`config.mk`:
```
export PLATFORM = sky130hd
export DESIGN_NAME = vga_timing_gen_flat
export DESIGN_NICKNAME = d
export VERILOG_FILES = /design/src/rtl/vga_timing_pkg.sv /design/src/rtl/vga_timing_gen_if.sv /design/src/rtl/vga_axis_counter.sv /design/src/rtl/vga_timing_gen.sv /design/src/flat_wrapper.sv
export SDC_FILE = /design/constraint.sdc
export NUM_CORES = 1
export LEC_CHECK = 0
export BUFFER_PORTS_ARGS = -buffer_cell sky130_fd_sc_hd__buf_4
export CORE_MARGIN = 4
export CORE_UTILIZATION = 35
export CTS_BUF_LIST = sky130_fd_sc_hd__clkbuf_4
export CTS_CLUSTER_SIZE = 28
export DETAILED_ROUTE_END_ITERATION = 8
export PLACE_DENSITY_LB_ADDON = 0.15
export SLEW_MARGIN = 20
export SYNTH_ARGS = -nofsm -noshare
export SYNTH_HDL_FRONTEND = slang
export SYNTH_SLANG_ARGS = --single-unit
```
`constraint.sdc`:
```
create_clock -name clk25 -period 2.3 [get_ports clk25]
set_input_delay 0.23 -clock clk25 [delete_from_list [all_inputs] [get_ports clk25]]
set_output_delay 0.23 -clock clk25 [all_outputs]
set_load 0.02 [all_outputs]
```
`src/rtl/vga_timing_pkg.sv`:
```
// Shared constants for the VGA raster timing generator: 640x480@60 defaults
// and sync polarity encodings.
package vga_timing_pkg;

  localparam int H_ACTIVE = 640;
  localparam int H_FP     = 16;
  localparam int H_SYNC   = 96;
  localparam int H_BP     = 48;
  localparam int H_TOTAL  = H_ACTIVE + H_FP + H_SYNC + H_BP;

  localparam int V_ACTIVE = 480;
  localparam int V_FP     = 10;
  localparam int V_SYNC   = 2;
  localparam int V_BP     = 33;
  localparam int V_TOTAL  = V_ACTIVE + V_FP + V_SYNC + V_BP;

  localparam bit SYNC_ACT_LOW  = 1'b0;
  localparam bit SYNC_ACT_HIGH = 1'b1;

endpackage

```
`src/rtl/vga_timing_gen_if.sv`:
```
// Raster output bundle of the VGA timing generator plus its pixel advance strobe.
interface vga_timing_gen_if #(
  parameter int CNT_W   = 10,
  parameter int FRAME_W = 8
);
  logic               en;
  logic [CNT_W-1:0]   hc;
  logic [CNT_W-1:0]   vc;
  logic               hsync;
  logic               vsync;
  logic               vidon;
  logic               line_start;
  logic               frame_start;
  logic [FRAME_W-1:0] frame_cnt;

  modport master (
    input  en,
    output hc, vc, hsync, vsync, vidon, line_start, frame_start, frame_cnt
  );

  modport slave (
    output en,
    input  hc, vc, hsync, vsync, vidon, line_start, frame_start, frame_cnt
  );
endinterface

```
`src/rtl/vga_axis_counter.sv`:
```
// One raster axis: position counter (ACTIVE, FP, SYNC, BP order) with wrap flag,
// registered sync decode and the next-count active decode.
module vga_axis_counter
  import vga_timing_pkg::*;
#(
  parameter int ACTIVE = H_ACTIVE,
  parameter int FP     = H_FP,
  parameter int SYNC   = H_SYNC,
  parameter int BP     = H_BP,
  parameter bit POL    = SYNC_ACT_LOW,
  parameter int W      = 10
) (
  input  logic         clk,
  input  logic         rst_n,
  input  logic         adv,
  output logic [W-1:0] cnt,
  output logic         wrap,
  output logic         sync,
  output logic         act_nxt
);

  localparam int          TOTAL   = ACTIVE + FP + SYNC + BP;
  localparam logic [W-1:0] LAST    = W'(TOTAL - 1);
  localparam logic [W-1:0] SYNC_LO = W'(ACTIVE + FP);
  localparam logic [W-1:0] SYNC_HI = W'(ACTIVE + FP + SYNC);
  localparam logic [W-1:0] ACT_END = W'(ACTIVE);

  logic [W-1:0] cnt_d, cnt_q;
  logic         sync_d, sync_q;

  assign wrap = (cnt_q == LAST);

  // Decodes look at the next count so they land on the same edge as the count.
  always_comb begin
    cnt_d = cnt_q;
    if (adv) begin
      cnt_d = wrap ? '0 : cnt_q + 1'b1;
    end
    sync_d  = ((cnt_d >= SYNC_LO) && (cnt_d < SYNC_HI)) ? POL : ~POL;
    act_nxt = (cnt_d < ACT_END);
  end

  always_ff @(posedge clk or negedge rst_n) begin
    if (!rst_n) begin
      cnt_q  <= LAST;
      sync_q <= ~POL;
    end else begin
      cnt_q  <= cnt_d;
      sync_q <= sync_d;
    end
  end

  assign cnt  = cnt_q;
  assign sync = sync_q;

endmodule

```
`src/rtl/vga_timing_gen.sv`:
```
// Parametrised VGA raster timing generator: horizontal/vertical axis counters,
// registered video-enable, line/frame strobes and a completed-frame counter.
module vga_timing_gen #(
  parameter int H_ACTIVE = vga_timing_pkg::H_ACTIVE,
  parameter int H_FP     = vga_timing_pkg::H_FP,
  parameter int H_SYNC   = vga_timing_pkg::H_SYNC,
  parameter int H_BP     = vga_timing_pkg::H_BP,
  parameter int V_ACTIVE = vga_timing_pkg::V_ACTIVE,
  parameter int V_FP     = vga_timing_pkg::V_FP,
  parameter int V_SYNC   = vga_timing_pkg::V_SYNC,
  parameter int V_BP     = vga_timing_pkg::V_BP,
  parameter bit HS_POL   = vga_timing_pkg::SYNC_ACT_LOW,
  parameter bit VS_POL   = vga_timing_pkg::SYNC_ACT_LOW,
  parameter int CNT_W    = 10,
  parameter int FRAME_W  = 8
) (
  input  logic              clk25,
  input  logic              rst_n,
  vga_timing_gen_if.master  vif
);

  localparam int H_TOTAL = H_ACTIVE + H_FP + H_SYNC + H_BP;
  localparam int V_TOTAL = V_ACTIVE + V_FP + V_SYNC + V_BP;

  if (H_ACTIVE < 1 || H_FP < 1 || H_SYNC < 1 || H_BP < 1) begin : g_bad_h
    $error("vga_timing_gen: horizontal timing has a zero-width region");
  end
  if (V_ACTIVE < 1 || V_FP < 1 || V_SYNC < 1 || V_BP < 1) begin : g_bad_v
    $error("vga_timing_gen: vertical timing has a zero-width region");
  end
  if (CNT_W < 1 || CNT_W > 30 || (2**CNT_W) < H_TOTAL || (2**CNT_W) < V_TOTAL) begin : g_bad_w
    $error("vga_timing_gen: CNT_W too small for H_TOTAL/V_TOTAL");
  end
  if (FRAME_W < 1) begin : g_bad_fw
    $error("vga_timing_gen: FRAME_W must be at least 1");
  end

  logic [CNT_W-1:0]   hc, vc;
  logic               h_wrap, v_wrap, h_act_nxt, v_act_nxt, v_adv;
  logic               vidon_d, vidon_q;
  logic               line_start_d, line_start_q;
  logic               frame_start_d, frame_start_q;
  logic               first_d, first_q;
  logic [FRAME_W-1:0] frame_cnt_d, frame_cnt_q;

  assign v_adv = vif.en & h_wrap;

  vga_axis_counter #(
    .ACTIVE(H_ACTIVE), .FP(H_FP), .SYNC(H_SYNC), .BP(H_BP), .POL(HS_POL), .W(CNT_W)
  ) u_h_cnt (
    .clk(clk25), .rst_n(rst_n), .adv(vif.en),
    .cnt(hc), .wrap(h_wrap), .sync(vif.hsync), .act_nxt(h_act_nxt)
  );

  vga_axis_counter #(
    .ACTIVE(V_ACTIVE), .FP(V_FP), .SYNC(V_SYNC), .BP(V_BP), .POL(VS_POL), .W(CNT_W)
  ) u_v_cnt (
    .clk(clk25), .rst_n(rst_n), .adv(v_adv),
    .cnt(vc), .wrap(v_wrap), .sync(vif.vsync), .act_nxt(v_act_nxt)
  );

  // Reset parks both counters on their last value, so the first en wraps both;
  // first_q keeps that wrap from counting as a completed frame.
  always_comb begin
    vidon_d       = h_act_nxt & v_act_nxt;
    line_start_d  = vif.en & h_wrap;
    frame_start_d = vif.en & h_wrap & v_wrap;
    first_d       = first_q & ~vif.en;
    frame_cnt_d   = frame_cnt_q;
    if (frame_start_d && !first_q) begin
      frame_cnt_d = frame_cnt_q + 1'b1;
    end
  end

  always_ff @(posedge clk25 or negedge rst_n) begin
    if (!rst_n) begin
      vidon_q       <= 1'b0;
      line_start_q  <= 1'b0;
      frame_start_q <= 1'b0;
      first_q       <= 1'b1;
      frame_cnt_q   <= '0;
    end else begin
      vidon_q       <= vidon_d;
      line_start_q  <= line_start_d;
      frame_start_q <= frame_start_d;
      first_q       <= first_d;
      frame_cnt_q   <= frame_cnt_d;
    end
  end

  assign vif.hc          = hc;
  assign vif.vc          = vc;
  assign vif.vidon       = vidon_q;
  assign vif.line_start  = line_start_q;
  assign vif.frame_start = frame_start_q;
  assign vif.frame_cnt   = frame_cnt_q;

endmodule

```
`src/flat_wrapper.sv`:
```
// flat-port wrapper written by rule: the top's interface ports become plain ports
module vga_timing_gen_flat 
#(
  parameter int H_ACTIVE = vga_timing_pkg::H_ACTIVE,
  parameter int H_FP     = vga_timing_pkg::H_FP,
  parameter int H_SYNC   = vga_timing_pkg::H_SYNC,
  parameter int H_BP     = vga_timing_pkg::H_BP,
  parameter int V_ACTIVE = vga_timing_pkg::V_ACTIVE,
  parameter int V_FP     = vga_timing_pkg::V_FP,
  parameter int V_SYNC   = vga_timing_pkg::V_SYNC,
  parameter int V_BP     = vga_timing_pkg::V_BP,
  parameter bit HS_POL   = vga_timing_pkg::SYNC_ACT_LOW,
  parameter bit VS_POL   = vga_timing_pkg::SYNC_ACT_LOW,
  parameter int CNT_W    = 10,
  parameter int FRAME_W  = 8
)
  (clk25, rst_n, vif_en, vif_hc, vif_vc, vif_hsync, vif_vsync, vif_vidon, vif_line_start, vif_frame_start, vif_frame_cnt);
  vga_timing_gen_if #(.CNT_W(CNT_W), .FRAME_W(FRAME_W)) vif_i ();
  input  logic clk25;
  input  logic rst_n;
  input wire logic [$bits(vif_i.en)-1:0] vif_en;
  output wire logic [$bits(vif_i.hc)-1:0] vif_hc;
  output wire logic [$bits(vif_i.vc)-1:0] vif_vc;
  output wire logic [$bits(vif_i.hsync)-1:0] vif_hsync;
  output wire logic [$bits(vif_i.vsync)-1:0] vif_vsync;
  output wire logic [$bits(vif_i.vidon)-1:0] vif_vidon;
  output wire logic [$bits(vif_i.line_start)-1:0] vif_line_start;
  output wire logic [$bits(vif_i.frame_start)-1:0] vif_frame_start;
  output wire logic [$bits(vif_i.frame_cnt)-1:0] vif_frame_cnt;
  assign vif_i.en = vif_en;
  assign vif_hc = vif_i.hc;
  assign vif_vc = vif_i.vc;
  assign vif_hsync = vif_i.hsync;
  assign vif_vsync = vif_i.vsync;
  assign vif_vidon = vif_i.vidon;
  assign vif_line_start = vif_i.line_start;
  assign vif_frame_start = vif_i.frame_start;
  assign vif_frame_cnt = vif_i.frame_cnt;
  vga_timing_gen #(.H_ACTIVE(H_ACTIVE), .H_FP(H_FP), .H_SYNC(H_SYNC), .H_BP(H_BP), .V_ACTIVE(V_ACTIVE), .V_FP(V_FP), .V_SYNC(V_SYNC), .V_BP(V_BP), .HS_POL(HS_POL), .VS_POL(VS_POL), .CNT_W(CNT_W), .FRAME_W(FRAME_W)) u_core (.clk25(clk25), .rst_n(rst_n), .vif(vif_i));
endmodule
```
### Word level (Yosys, flattened, before mapping)

Index checks and enable logic that the tools add are counted.

* register bits: 34
* bits of input ports: 3
* output and inout bits: 33
* word-level logic and storage cells: 35

* add/subtract/negate cells: 3
* order comparisons: 6
* equality and inequality tests: 2
* mux-type cells: 6
* bitwise logic cells: 5
* reductions and logical operators: 4

Operators with widths (count)
* $mux 10: 4
* $add 10x1->10 const B: 2
* $eq 10x10->1 const B: 2
* $lt 10x10->1 const B: 2
* $lt 10x9->1 const B: 2
* $ge 10x10->1 const B: 1
* $ge 10x9->1 const B: 1
* $add 8x1->8 const B: 1
* $and 1x1->1: 4
* $logic_and 1x1->1: 3
* $mux 1: 2
* $logic_not 1->1: 1
* $not 1->1: 1

### Longest topological paths before layout

* word-level depth: 6
* mapped depth: 8
* gate-level depth less buffers: 7

### Hierarchy

A second synthesis with hierarchy kept.

* cells, all modules: 182
* area, all modules: 1855.5 um^2

Modules (own cells, without submodules)
* vga_axis_counter at u_core.u_v_cnt: instances 1, cells each 72, area an instance 670.6 um^2, sequential area each 280.3 um^2
* vga_axis_counter at u_core.u_h_cnt: instances 1, cells each 70, area an instance 669.4 um^2, sequential area each 285.3 um^2
* vga_timing_gen: instances 1, cells each 40, area an instance 515.5 um^2, sequential area each 301.5 um^2

### Worst setup path before layout

No wires, ideal clock.

* path type: reg-to-reg
* start: reg u_core.u_h_cnt.cnt_q[0], in the netlist u_core.u_h_cnt.cnt[0]
* end: reg u_core.vidon_q, in the netlist u_core.vif.vidon
* setup time: 0.132 ns
* data arrival time: 2.276 ns
* required time: 2.168 ns
* setup slack: -0.108 ns
* stages on the path, launching flop included: 7
* clock period less this slack: 2.408 ns
* path through: dfstp_2 -> ha_1 -> nand4_4 -> or4_4 -> or3_4 -> a221oi_2 -> a211oi_1

* longest elaborated chain between the ends: 5
* elaborated cells between the ends (all ways): 9
* those cells by class: add/sub: 1; order compare: 2; eq/ne: 1; mux: 3; bitwise: 2

RTL lines
* start: declaration: RTL line vga_axis_counter.sv:28 `logic [W-1:0] cnt_d, cnt_q;`
* start signal: assignment: RTL line vga_axis_counter.sv:48 `cnt_q <= cnt_d;`
* $add 10x1->10 / $eq 10x10->1 (equally long branches): RTL line vga_axis_counter.sv:37, vga_axis_counter.sv:31
* $mux 10 / $and 1x1->1 (equally long branches): RTL line vga_axis_counter.sv:37, vga_timing_gen.sv:46
* $mux 10: RTL line vga_axis_counter.sv:36 `if (adv) begin`
* $lt 10x10->1 / $lt 10x9->1 (equally long branches): RTL line vga_axis_counter.sv:40 `act_nxt = (cnt_d < ACT_END);`
* $and 1x1->1 (*): RTL line vga_timing_gen.sv:65 `vidon_d = h_act_nxt & v_act_nxt;`
* net u_core.vidon_d: RTL line vga_timing_gen.sv:40 `logic vidon_d, vidon_q;`
* end signal: assignment: RTL line vga_timing_gen.sv:83 `vidon_q <= vidon_d;`
* end: declaration: RTL line vga_timing_gen.sv:40

Mark *: on every way through the listed nets, which the timed path passes. The rest lies on a longest branch.
A chain may end at the register's enable or synchronous reset.

### Final worst setup path

* start: reg u_core.u_h_cnt.cnt_q[1], in the netlist u_core.u_h_cnt.cnt[1]
* end: reg u_core.vidon_q, in the netlist u_core.vif.vidon

Same word-level chain as after synthesis.

==> reports/metrics.cfg <==
[grt]
grt_max_degree = 35
grt_pass1_wl_um = 7570
grt_pass1_vias = 1593
track_usage_pct = 15.0
grt-ovfl-total = 0
grt_antenna_before_repair = 0

[synth]
netlist_area_um2 = 1820
ys_seq_area_share_pct = 47.7
synthFlopType = dfrtp_1
synthCells = 178
synth-edff-count = 0
async_flop_share_pct = 100
yosys_register_bits = 34
syn_nets = 185
yosysWarnings = 0
synth_area_per_cell_um2 = 10.2
yosysUniqueCellTypes = 50

[timing]
finalCritPeriodShare_pct = 97.1
fin_skew_ps = 3.25
final-hold-violation-count = 0
slew_headroom_pct = 62.0
max_freq_mhz = 448
setup_tns_ps = 0
worstMarginPinSlew_ps = 561
drv_slew = 0
finalSetupViolCount = 0
min_period_ps = 2230
rsz0062_at_grt = no

[critical_path]
required_ps = 2490
startpoint_type = flip-flop
critPathKind = reg -> reg
critPathArrivalTime_ps = 2430
end_kind = flip-flop
critPathMaxFanout = 4
ff2ff_path_depth = 6

[floorplanning]
io_pins = 36
die_y_um = 80.1
fp.dieW_um = 80.1
design.die.area_um2 = 6410
start_util_pct = 37.3
coreArea_um2 = 4880
fp-row-count = 25

[route]
num_vias = 1542
ant_nets = 0
drc_errors = 0
routed_wl_um = 4430
dr.pass1.iters = 4
wire_per_inst_um = 15.0
initialDrtViolationCount = 133
via_per_inst = 5.23

[cts]
clk_latency_ps = 320
cts_buffers = 5
clk_pin_slew_ps = 100
numClockSinks = 34
clock_path_buffers = 2
post_cts_buffers = 0
htreeDepth = 2
tritoncts = built
root_buffer = clkbuf_4

[placement]
globalplace.congestion = 0.797
port_buffers = 35
place_area_um2 = 2240
dpl.hpwl_um = 3350

[pwr]
ir_drop_v = 0.000388
power_leakage_nw = 1.01
cellPowerDensity_nw_per_um2 = 621

[job]
drv_cap = 0

[min_path]
hold_class = in -> reg
min_path_cells = 2

[cells_and_area]
final_cell_mix = buf_4 (48), dfrtp_1 (20), nand2_1 (15), nand3_1 (14), dfstp_2 (13)
antenna_cells = 0
design_area_um2 = 2330
nNetsFinal = 234
final_common_cell = buf_4
area_growth_pct = 28.2
drive_gt1_share_pct = 37.7

[outcome]
status = completed

Yosys cell counts (2+ instances only):
library cell   n  area, µm²
nand3_1       15       75.1
nand2_1       15       56.3
nor4b_1        2       17.5
nor2_1         7       26.3
nor3_1         3       15.0
inv_1         10       37.5
o31ai_1        4       30.0
nand4b_1       3       26.3
ha_1           4       50.1
dfrtp_1       21        526
a211oi_1       2       15.0
a21oi_1        5       25.0
xnor2_1       12        105
o21ai_0       10       50.1
xor2_1         4       35.0
nand4_1        8       50.1
nor4_1         2       12.5
dfstp_2       13        342
buf_4          2       15.0
buf_2          4       20.0
and2_1         2       12.5
nor2b_1        2       12.5
what timing repair did:
| item | CTS | global route |
|---|---|---|
| endpoints found under the setup margin | 0 | 8 |
| hold buffers | 1 | 0 |
| gates resized for setup | 0 | 8 |
| endpoints found under the hold margin | 21 | 0 |
registers in the layout, indices dropped and copies added (netlist names):
| signal | cells |
|---|---|
| u_core.vif.frame_cnt | 8 |
| u_core.vif.vidon | 1 |
| u_core.u_v_cnt.cnt | 10 |
| u_core.u_h_cnt.sync | 1 |
| u_core.vif.line_start | 1 |
| u_core.u_h_cnt.cnt | 10 |
| u_core.u_v_cnt.sync | 1 |
| u_core.first_q | 1 |
| u_core.vif.frame_start | 1 |
stage by stage:
| stage | utilization (%) | setup slack, ps | std cells | power (mW) | hold WS (ps) |
|---|---|---|---|---|---|
| finish | 47.8 | 67.3 | 295 | 1.45 | 117 |
| floorplan | - | 23.2 | 178 | 0.968 | -65.6 |
| global placement | 45.8 | 112 | 286 | 1.13 | 197 |
| CTS | 47.1 | 62.7 | 295 | 1.47 | 86.1 |
| detailed placement | 45.8 | 82.7 | 286 | 1.14 | 198 |
| global route | 47.8 | 1.78 | 295 | 1.54 | 96.0 |
where the power goes:
| group | internal, mW | switching, mW | leakage [nW] | total (mW) |
|---|---|---|---|---|
| registers | 0.671 | 0.0690 | 0.413 | 0.740 |
| clock network | 0.127 | 0.183 | 0.0331 | 0.310 |
| logic | 0.173 | 0.224 | 0.563 | 0.397 |
| total | 0.971 | 0.476 | 1.01 | 1.45 |
metal layers:
| metal | track usage, % | vias up | part of all wire [%] |
|---|---|---|---|
| met1 | 19.2 | 761 | 46 |
| met5 | 0 | - | 0 |
| li1 | - | 750 | - |
| met3 | 3.59 | 2 | 3.7 |
| met2 | 24.4 | 29 | 49 |
| met4 | 5.74 | 0 | 0.52 |
cell type report:
type / instances / area [µm²]
Multi-Input combinational cell: 127 / 917
Timing Repair Buffer: 49 / 370
Sequential cell: 34 / 868
Tap cell: 67 / 83.8
Clock inverter: 2 / 8.76
Inverter: 10 / 37.5
Fill cell: 475 / 2550
Clock buffer: 6 / 45.0
final timing paths:
kind / slack [ps] / end / start
setup / recovery: 70 / u_core.vif.vidon / u_core.u_h_cnt.cnt[1]
hold / removal: 120 / u_core.first_q / vif_en
setup reg to reg: 70 / u_core.vif.vidon / u_core.u_h_cnt.cnt[1]
hold reg to reg: 480 / u_core.vif.frame_cnt[7] / u_core.vif.frame_cnt[7]
max in group asynchronous: 1590 / u_core.u_h_cnt.cnt[4] / rst_n
min in group asynchronous: 380 / u_core.u_v_cnt.cnt[1] / rst_n
kinds of logic after synthesis:
family | synth area share (%)
flip-flops | 47.7
adder cells (fa/ha/maj) | 2.75
multiplexers | 1.17
buffers and inverters | 4.20
AO/OA/AOI/OAI | 11.6
AND/OR/NAND/NOR | 24.8
XOR/XNOR | 7.71
worst max-delay path, cell delays in order, from the launching register on:
cell,delay [ps]
dfstp_2,570
ha_4,160
nand4_4,100
or4_4,530
or3_4,360
a221oi_4,270
a211oi_1,120
Power figures use the tool's default switching activity.
